### src/rtl/core_mdu_pkg.sv
// Shared definitions for the multiply/divide unit: operation encoding,
// controller states and small decode helpers used by the top and divider.
package core_mdu_pkg;

  typedef enum logic [2:0] {
    OP_MUL    = 3'd0,
    OP_MULH   = 3'd1,
    OP_MULHSU = 3'd2,
    OP_MULHU  = 3'd3,
    OP_DIV    = 3'd4,
    OP_DIVU   = 3'd5,
    OP_REM    = 3'd6,
    OP_REMU   = 3'd7
  } mdu_op_e;

  typedef enum logic [1:0] {
    ST_IDLE = 2'd0,
    ST_MUL  = 2'd1,
    ST_DIV  = 2'd2,
    ST_DONE = 2'd3
  } mdu_state_e;

  // Ops 4..7 use the iterative divider.
  function automatic logic op_is_div(input logic [2:0] op);
    return op[2];
  endfunction

  // REM/REMU return the remainder instead of the quotient.
  function automatic logic op_is_rem(input logic [2:0] op);
    return op[1];
  endfunction

  // DIV/REM are signed, DIVU/REMU are unsigned.
  function automatic logic op_div_signed(input logic [2:0] op);
    return op[2] & ~op[0];
  endfunction

  // RS1 is treated as signed for MULH and MULHSU.
  function automatic logic op_mul_rs1_signed(input logic [2:0] op);
    return (op == OP_MULH) || (op == OP_MULHSU);
  endfunction

  // RS2 is treated as signed only for MULH.
  function automatic logic op_mul_rs2_signed(input logic [2:0] op);
    return (op == OP_MULH);
  endfunction

endpackage

### src/rtl/core_mdu_div.sv
// Iterative radix-2 restoring divider on operand magnitudes. One quotient
// bit per cycle after start; done is high for the cycle after the last step.
// Signs are reapplied on the outputs (quotient toward zero, remainder
// follows the dividend). Divide-by-zero and signed overflow are handled by
// the caller and never started here.
module core_mdu_div
  import core_mdu_pkg::*;
#(
  parameter int XLEN = 32
) (
  input  logic            clk,
  input  logic            rst_n,
  input  logic            start,
  input  logic            abort,
  input  logic [XLEN-1:0] dividend,
  input  logic [XLEN-1:0] divisor,
  input  logic            is_signed,
  output logic            done,
  output logic [XLEN-1:0] quotient,
  output logic [XLEN-1:0] remainder
);

  localparam int CNT_W = $clog2(XLEN + 1);

  // Two's complement negate when en is set.
  function automatic logic [XLEN-1:0] neg_if(input logic en, input logic [XLEN-1:0] v);
    return en ? ((~v) + XLEN'(1)) : v;
  endfunction

  logic             run_q, run_d;
  logic [CNT_W-1:0] cnt_q, cnt_d;
  logic [XLEN-1:0]  quo_q, quo_d;
  logic [XLEN-1:0]  rem_q, rem_d;
  logic [XLEN-1:0]  dvs_q, dvs_d;
  logic             negq_q, negq_d;
  logic             negr_q, negr_d;

  logic            a_neg, b_neg, step, ge;
  logic [XLEN:0]   shifted;
  logic [XLEN-1:0] sub;

  assign done = run_q & (cnt_q == CNT_W'(XLEN));
  assign step = run_q & ~done;

  assign a_neg = is_signed & dividend[XLEN-1];
  assign b_neg = is_signed & divisor[XLEN-1];

  // Partial remainder shifted left with the next dividend bit; the
  // subtraction result always fits XLEN bits when it is kept.
  assign shifted = {rem_q, quo_q[XLEN-1]};
  assign ge      = (shifted >= {1'b0, dvs_q});
  assign sub     = shifted[XLEN-1:0] - dvs_q;

  // Next-state for run control and the remainder/quotient shift registers.
  always_comb begin
    run_d  = run_q;
    cnt_d  = cnt_q;
    quo_d  = quo_q;
    rem_d  = rem_q;
    dvs_d  = dvs_q;
    negq_d = negq_q;
    negr_d = negr_q;
    if (abort) begin
      run_d = 1'b0;
    end else if (start) begin
      run_d  = 1'b1;
      cnt_d  = '0;
      quo_d  = neg_if(a_neg, dividend);
      rem_d  = '0;
      dvs_d  = neg_if(b_neg, divisor);
      negq_d = a_neg ^ b_neg;
      negr_d = a_neg;
    end else if (step) begin
      cnt_d = cnt_q + CNT_W'(1);
      quo_d = {quo_q[XLEN-2:0], ge};
      rem_d = ge ? sub : shifted[XLEN-1:0];
    end else if (done) begin
      run_d = 1'b0;
    end
  end

  // Control flops: cleared by reset so no stale done survives it.
  always_ff @(posedge clk or negedge rst_n) begin
    if (!rst_n) begin
      run_q <= 1'b0;
      cnt_q <= '0;
    end else begin
      run_q <= run_d;
      cnt_q <= cnt_d;
    end
  end

  // Datapath flops: only meaningful while run_q is set.
  always_ff @(posedge clk) begin
    quo_q  <= quo_d;
    rem_q  <= rem_d;
    dvs_q  <= dvs_d;
    negq_q <= negq_d;
    negr_q <= negr_d;
  end

  assign quotient  = neg_if(negq_q, quo_q);
  assign remainder = neg_if(negr_q, rem_q);

endmodule

### src/rtl/core_mdu.sv
// Multiply/divide unit. A request is accepted in IDLE; multiplies run
// through a MUL_LAT-deep product pipeline, divides through core_mdu_div.
// The result is held in DONE until the consumer takes it. FLUSH aborts
// whatever is in flight. MUL_LAT must lie in 1..4.
module core_mdu
  import core_mdu_pkg::*;
#(
  parameter int XLEN    = 32,
  parameter int MUL_LAT = 2
) (
  input  logic            CLK,
  input  logic            RST_N,
  input  logic            FLUSH,
  input  logic            I_VALID,
  output logic            I_READY,
  input  logic [2:0]      OP,
  input  logic [XLEN-1:0] RS1,
  input  logic [XLEN-1:0] RS2,
  output logic            O_VALID,
  input  logic            O_READY,
  output logic [XLEN-1:0] RESULT,
  output logic            BUSY
);

  localparam int CNT_W = $clog2(XLEN + 2);
  localparam logic [XLEN-1:0] ALL_ONES = '1;
  localparam logic [XLEN-1:0] MOST_NEG = {1'b1, {(XLEN-1){1'b0}}};

  mdu_state_e       state_q, state_d;
  logic [CNT_W-1:0] cnt_q, cnt_d;
  logic             o_valid_q, o_valid_d;
  logic [XLEN-1:0]  result_q, result_d;
  logic             spec_q, spec_d;
  mdu_op_e          op_q, op_d;
  logic [XLEN-1:0]  spec_res_q, spec_res_d;

  logic              accept;
  logic              div_zero, div_ovf, div_special;
  logic [XLEN-1:0]   special_res;
  logic              a_sx, b_sx;
  logic [2*XLEN-1:0] a_w, b_w, prod_in;
  logic [2*XLEN-1:0] prod_p [MUL_LAT];
  logic [XLEN-1:0]   mul_res, div_res;
  logic              div_start, div_done;
  logic [XLEN-1:0]   div_quo, div_rem;

  assign I_READY = (state_q == ST_IDLE) & ~FLUSH;
  assign accept  = I_VALID & I_READY;
  assign O_VALID = o_valid_q;
  assign RESULT  = result_q;
  assign BUSY    = (state_q != ST_IDLE);

  // Divide corner cases resolved at accept time without iterating.
  assign div_zero    = (RS2 == '0);
  assign div_ovf     = op_div_signed(OP) && (RS1 == MOST_NEG) && (RS2 == ALL_ONES);
  assign div_special = div_zero | div_ovf;
  assign special_res = div_zero ? (op_is_rem(OP) ? RS1 : ALL_ONES)
                                : (op_is_rem(OP) ? '0  : RS1);

  // Operands extended to 2*XLEN; the truncated product is exact for all
  // signed/unsigned combinations because the true product fits the width.
  assign a_sx    = op_mul_rs1_signed(OP) & RS1[XLEN-1];
  assign b_sx    = op_mul_rs2_signed(OP) & RS2[XLEN-1];
  assign a_w     = {{XLEN{a_sx}}, RS1};
  assign b_w     = {{XLEN{b_sx}}, RS2};
  assign prod_in = a_w * b_w;

  assign mul_res = (op_q == OP_MUL) ? prod_p[MUL_LAT-1][XLEN-1:0]
                                    : prod_p[MUL_LAT-1][2*XLEN-1:XLEN];
  assign div_res = op_is_rem(op_q) ? div_rem : div_quo;

  assign div_start = accept & op_is_div(OP) & ~div_special;

  core_mdu_div #(
    .XLEN(XLEN)
  ) u_div (
    .clk      (CLK),
    .rst_n    (RST_N),
    .start    (div_start),
    .abort    (FLUSH),
    .dividend (RS1),
    .divisor  (RS2),
    .is_signed(op_div_signed(OP)),
    .done     (div_done),
    .quotient (div_quo),
    .remainder(div_rem)
  );

  // Controller next-state: accept, multiply countdown, divide wait,
  // result hold; FLUSH overrides everything.
  always_comb begin
    state_d    = state_q;
    cnt_d      = cnt_q;
    o_valid_d  = o_valid_q;
    result_d   = result_q;
    spec_d     = spec_q;
    op_d       = op_q;
    spec_res_d = spec_res_q;
    case (state_q)
      ST_IDLE: begin
        if (accept) begin
          op_d       = mdu_op_e'(OP);
          cnt_d      = '0;
          spec_d     = op_is_div(OP) & div_special;
          spec_res_d = special_res;
          state_d    = op_is_div(OP) ? ST_DIV : ST_MUL;
        end
      end
      ST_MUL: begin
        cnt_d = cnt_q + CNT_W'(1);
        if (cnt_q == CNT_W'(MUL_LAT - 1)) begin
          state_d   = ST_DONE;
          o_valid_d = 1'b1;
          result_d  = mul_res;
        end
      end
      ST_DIV: begin
        cnt_d = cnt_q + CNT_W'(1);
        if (spec_q) begin
          state_d   = ST_DONE;
          o_valid_d = 1'b1;
          result_d  = spec_res_q;
        end else if (div_done) begin
          state_d   = ST_DONE;
          o_valid_d = 1'b1;
          result_d  = div_res;
        end
      end
      ST_DONE: begin
        if (O_READY) begin
          state_d   = ST_IDLE;
          o_valid_d = 1'b0;
        end
      end
      default: state_d = ST_IDLE;
    endcase
    if (FLUSH) begin
      state_d   = ST_IDLE;
      o_valid_d = 1'b0;
      cnt_d     = '0;
      spec_d    = 1'b0;
    end
  end

  // Controller and output registers, cleared asynchronously.
  always_ff @(posedge CLK or negedge RST_N) begin
    if (!RST_N) begin
      state_q   <= ST_IDLE;
      cnt_q     <= '0;
      o_valid_q <= 1'b0;
      result_q  <= '0;
      spec_q    <= 1'b0;
    end else begin
      state_q   <= state_d;
      cnt_q     <= cnt_d;
      o_valid_q <= o_valid_d;
      result_q  <= result_d;
      spec_q    <= spec_d;
    end
  end

  // Latched op and precomputed corner-case result; no reset needed.
  always_ff @(posedge CLK) begin
    op_q       <= op_d;
    spec_res_q <= spec_res_d;
  end

  // Product pipeline: stage 0 captures at accept, later stages shift.
  always_ff @(posedge CLK) begin
    if (accept) prod_p[0] <= prod_in;
    for (int k = 1; k < MUL_LAT; k++) prod_p[k] <= prod_p[k-1];
  end

endmodule

### config.mk
export PLATFORM = sky130hd
export DESIGN_NAME = core_mdu
export DESIGN_NICKNAME = d
export VERILOG_FILES = /design/src/rtl/core_mdu_pkg.sv /design/src/rtl/core_mdu_div.sv /design/src/rtl/core_mdu.sv
export SDC_FILE = /design/constraint.sdc
export NUM_CORES = 2
export LEC_CHECK = 0
export BUFFER_PORTS_ARGS = -buffer_cell sky130_fd_sc_hd__buf_4
export CORE_UTILIZATION = 43
export CTS_CLUSTER_SIZE = 8
export DETAILED_ROUTE_END_ITERATION = 12
export SLEW_MARGIN = 0
export SYNTH_ARGS = -nofsm -noshare
export SYNTH_HDL_FRONTEND = slang
export SYNTH_SLANG_ARGS = --single-unit
### constraint.sdc
create_clock -name CLK -period 4.65 [get_ports CLK]
set_clock_uncertainty 0.15 [all_clocks]
set_input_delay 0.93 -clock CLK [delete_from_list [all_inputs] [get_ports CLK]]
set_output_delay 0.93 -clock CLK [all_outputs]
set_load 0.005 [all_outputs]
==> results.sh <==
export IMPL_status="finished, violations left"
export IMPL_violations="design-rule violations, negative setup slack"
export IMPL_synth_edf_count=197
export IMPL_clkSinkCount=310
export IMPL_fin_crit_sh_pct=172
export IMPL_overflow=0
export IMPL_via_per_inst=5.19
export IMPL_ctsHoldBuffers=0
export IMPL_syn_mean_instance_area_sq_um=9.30
export IMPL_clk_latency_ps=560
export IMPL_grt_pass1_vias=43600
export IMPL_setup_ws_ps=-3330
export IMPL_slew_viol_final=0
export IMPL_rsz0062_at_grt="yes"
export IMPL_worstSetupEndpointType="register"
export IMPL_ys_top_cells_by_count="inv_1 (1268), fa_1 (1126), nand2_1 (858)"
export IMPL_dpl_hpwl_mm=140
export IMPL_cts_made_buffers=44
export IMPL_rrSetupSlack_ps=610
export IMPL_crit_type="primary input to register"
export IMPL_globalplace_congestion=0.904
export IMPL_min_delay_path_class="register to register"
export IMPL_hold_violations=0
export IMPL_crit_fanout=5
export IMPL_area_growth_pct=20.4
export IMPL_synth_warning_count=0
export IMPL_synthCells=5798
export IMPL_hold_ws_ps=183
export IMPL_grt_use_total_pct=27.3
export IMPL_synth_nets=7253
export IMPL_cts_root_buf="clkbuf_16"
export IMPL_synth_top_cell_area_share_pct=41.8
export IMPL_drtIter0Drc=3289
export IMPL_port_buffer_count=106
export IMPL_synthTopCellsByArea="fa_1 (42%), edfxtp_1 (11%), inv_1 (8.8%)"
export IMPL_cts_clk_slew_worst_paths_ps=50
export IMPL_synth_seq_area_share_pct=15.6
export IMPL_ant_nets=0
export IMPL_fp_row_count=129
export IMPL_cp_common_cell="fa_1"
export IMPL_layout_drive_gt1_share_pct=18.0
export IMPL_critPathSlowestCell="fa_1"
export IMPL_finalCriticalPeriod_ps=7980
export IMPL_dieArea_sq_mm=0.127
export IMPL_drc=24
export IMPL_first_pass_iters=11
export IMPL_tightestPinTransition_ps=1080
export IMPL_die_w_um=356
export IMPL_core_area_sq_mm=0.124
export IMPL_synth_largest_area_cell="fa_1"
export IMPL_cts_buffer_depth=3
export IMPL_wire_per_inst_um=21.5
export IMPL_ys_ff_latch=310
export IMPL_slowest_delay_ps=510
export IMPL_maxSlewHeadroom_pct=28.0
export IMPL_tritoncts="yes"
export IMPL_layout_nets=7685
export IMPL_drv_cap=0
export IMPL_worstPathArrival_ps=8140
export IMPL_h_tree_depth=2
export IMPL_grt_pass1_wl_mm=262
export IMPL_ios=107
export IMPL_antenna_found_initial=10
export IMPL_synth_cell_types=65
export IMPL_grt_max_degree=73
export IMPL_setup_violations=56
export IMPL_synthArstFlopShare_pct=15.8
export IMPL_initial_core_util_pct=43.4
export IMPL_cp_required_ps=4810
export IMPL_yosys_most_used_dff="edfxtp_1"
export IMPL_wirelength_mm=170
export IMPL_cp_start_kind="primary input"
export IMPL_yosysMostFrequentCell="inv_1"
export IMPL_fmax_mhz=125
export IMPL_synth_area_sq_mm=0.0539
export IMPL_dieHeight_um=356
export IMPL_vias=41000
-- final timing paths --
kind,start,to,cells after the start
max,OP[1],prod_p[0][61]$_DFFE_PP_,29
max in group asynchronous,RST_N,spec_q$_DFFE_PN0P_,1
min in group asynchronous,RST_N,RESULT[15]$_DFFE_PN0P_,1
max reg2reg,u_div.rem_q[5]$_SDFFCE_PP0P_,RESULT[31]$_DFFE_PN0P_,10
min reg2reg,prod_p[0][4]$_DFFE_PP_,prod_p[0][68]$_DFF_P_,0
min,prod_p[0][4]$_DFFE_PP_,prod_p[0][68]$_DFF_P_,0
-- kinds of logic after synthesis --
kind of cell    synth area share, %
buf+inv                        11.2
xor+xnor                       3.67
compound gates                 6.63
mux                            1.19
fa+ha+maj                      47.8
flops                          15.6
simple gates                   13.8
-- cell usage in the layout, fill, tap and decap left out, types with 52 or more instances in the layout --
cell type	instances
ha_1	201
buf_12	71
nand2_1	838
and2_1	298
fa_1	1091
a21o_1	78
mux2i_1	52
xor2_1	75
xnor2_1	131
a21oi_1	153
nor2_1	193
buf_4	571
buf_6	57
o21ai_0	132
dfxtp_1	64
inv_1	1239
ha_4	54
edfxtp_1	197
-- per-layer routing --
layer  share of wire (%)  GRT usage, %
met5               0.016             0
met4                 3.6          8.34
met3                 7.2          3.93
met2                  46          43.9
met1                  43          38.1
-- registers in the layout, indices dropped and copies added, names as in the netlist --
| signal | cells |
|---|---|
| prod_p | 128 |
| RESULT | 32 |
| spec_res_q | 32 |
| u_div.dvs_q | 32 |
| u_div.quo_q | 32 |
| u_div.rem_q | 32 |
| cnt_q | 6 |
| u_div.cnt_q | 6 |
| op_q | 3 |
| state_q | 2 |
| O_VALID | 1 |
| spec_q | 1 |
| u_div.negq_q | 1 |
| u_div.negr_q | 1 |
| u_div.run_q | 1 |
-- metrics by stage --
stage | cells | cell area [sq um] | setup WS (ps) | setup TNS (ps) | utilization, %
5_1_grt | 7902 | 64900 | -3560 | -148060 | 52.3
2_1_floorplan | 5798 | 56100 | -3670 | -140770 | -
4_1_cts | 7883 | 64300 | -3290 | -135810 | 51.8
6_report | 7905 | 64900 | -3330 | -137440 | 52.3
3_5_place_dp | 7751 | 61200 | -4210 | -196370 | 49.3
3_3_place_gp | 7751 | 61200 | -4150 | -193730 | 49.3
-- what timing repair did --
action                                  CTS  global route
gates cloned                              2             3
pin swaps                               156            74
setup buffers                            56            17
endpoints found under the setup margin   57            57
hold endpoints to repair                  0             0
gates resized for setup                 294            88
-- worst max-delay path, delay by kind of cell --
kind | cells | cell delay [ps]
adder cells (fa/ha/maj) | 9 | 4260
XOR/XNOR | 2 | 260
AO/OA/AOI/OAI | 5 | 1130
AND/OR/NAND/NOR | 7 | 1020
buffers and inverters | 6 | 530
-- area by class of cell --
| cell class | count | area, sq um |
|---|---|---|
| well taps | 1637 | 2050 |
| fillers | 11200 | 59200 |
| multi-input cells | 3878 | 41400 |
| clock inverters | 2 | 40.0 |
| clock buffers | 78 | 1250 |
| repair buffers | 728 | 6920 |
| flip-flops and latches | 310 | 8420 |
| diodes | 4 | 10.0 |
| inverters | 1268 | 4780 |
Power is left out: the tool's default activity adds up to more than one toggle a clock period on the data nets, which glitch-free logic cannot reach.
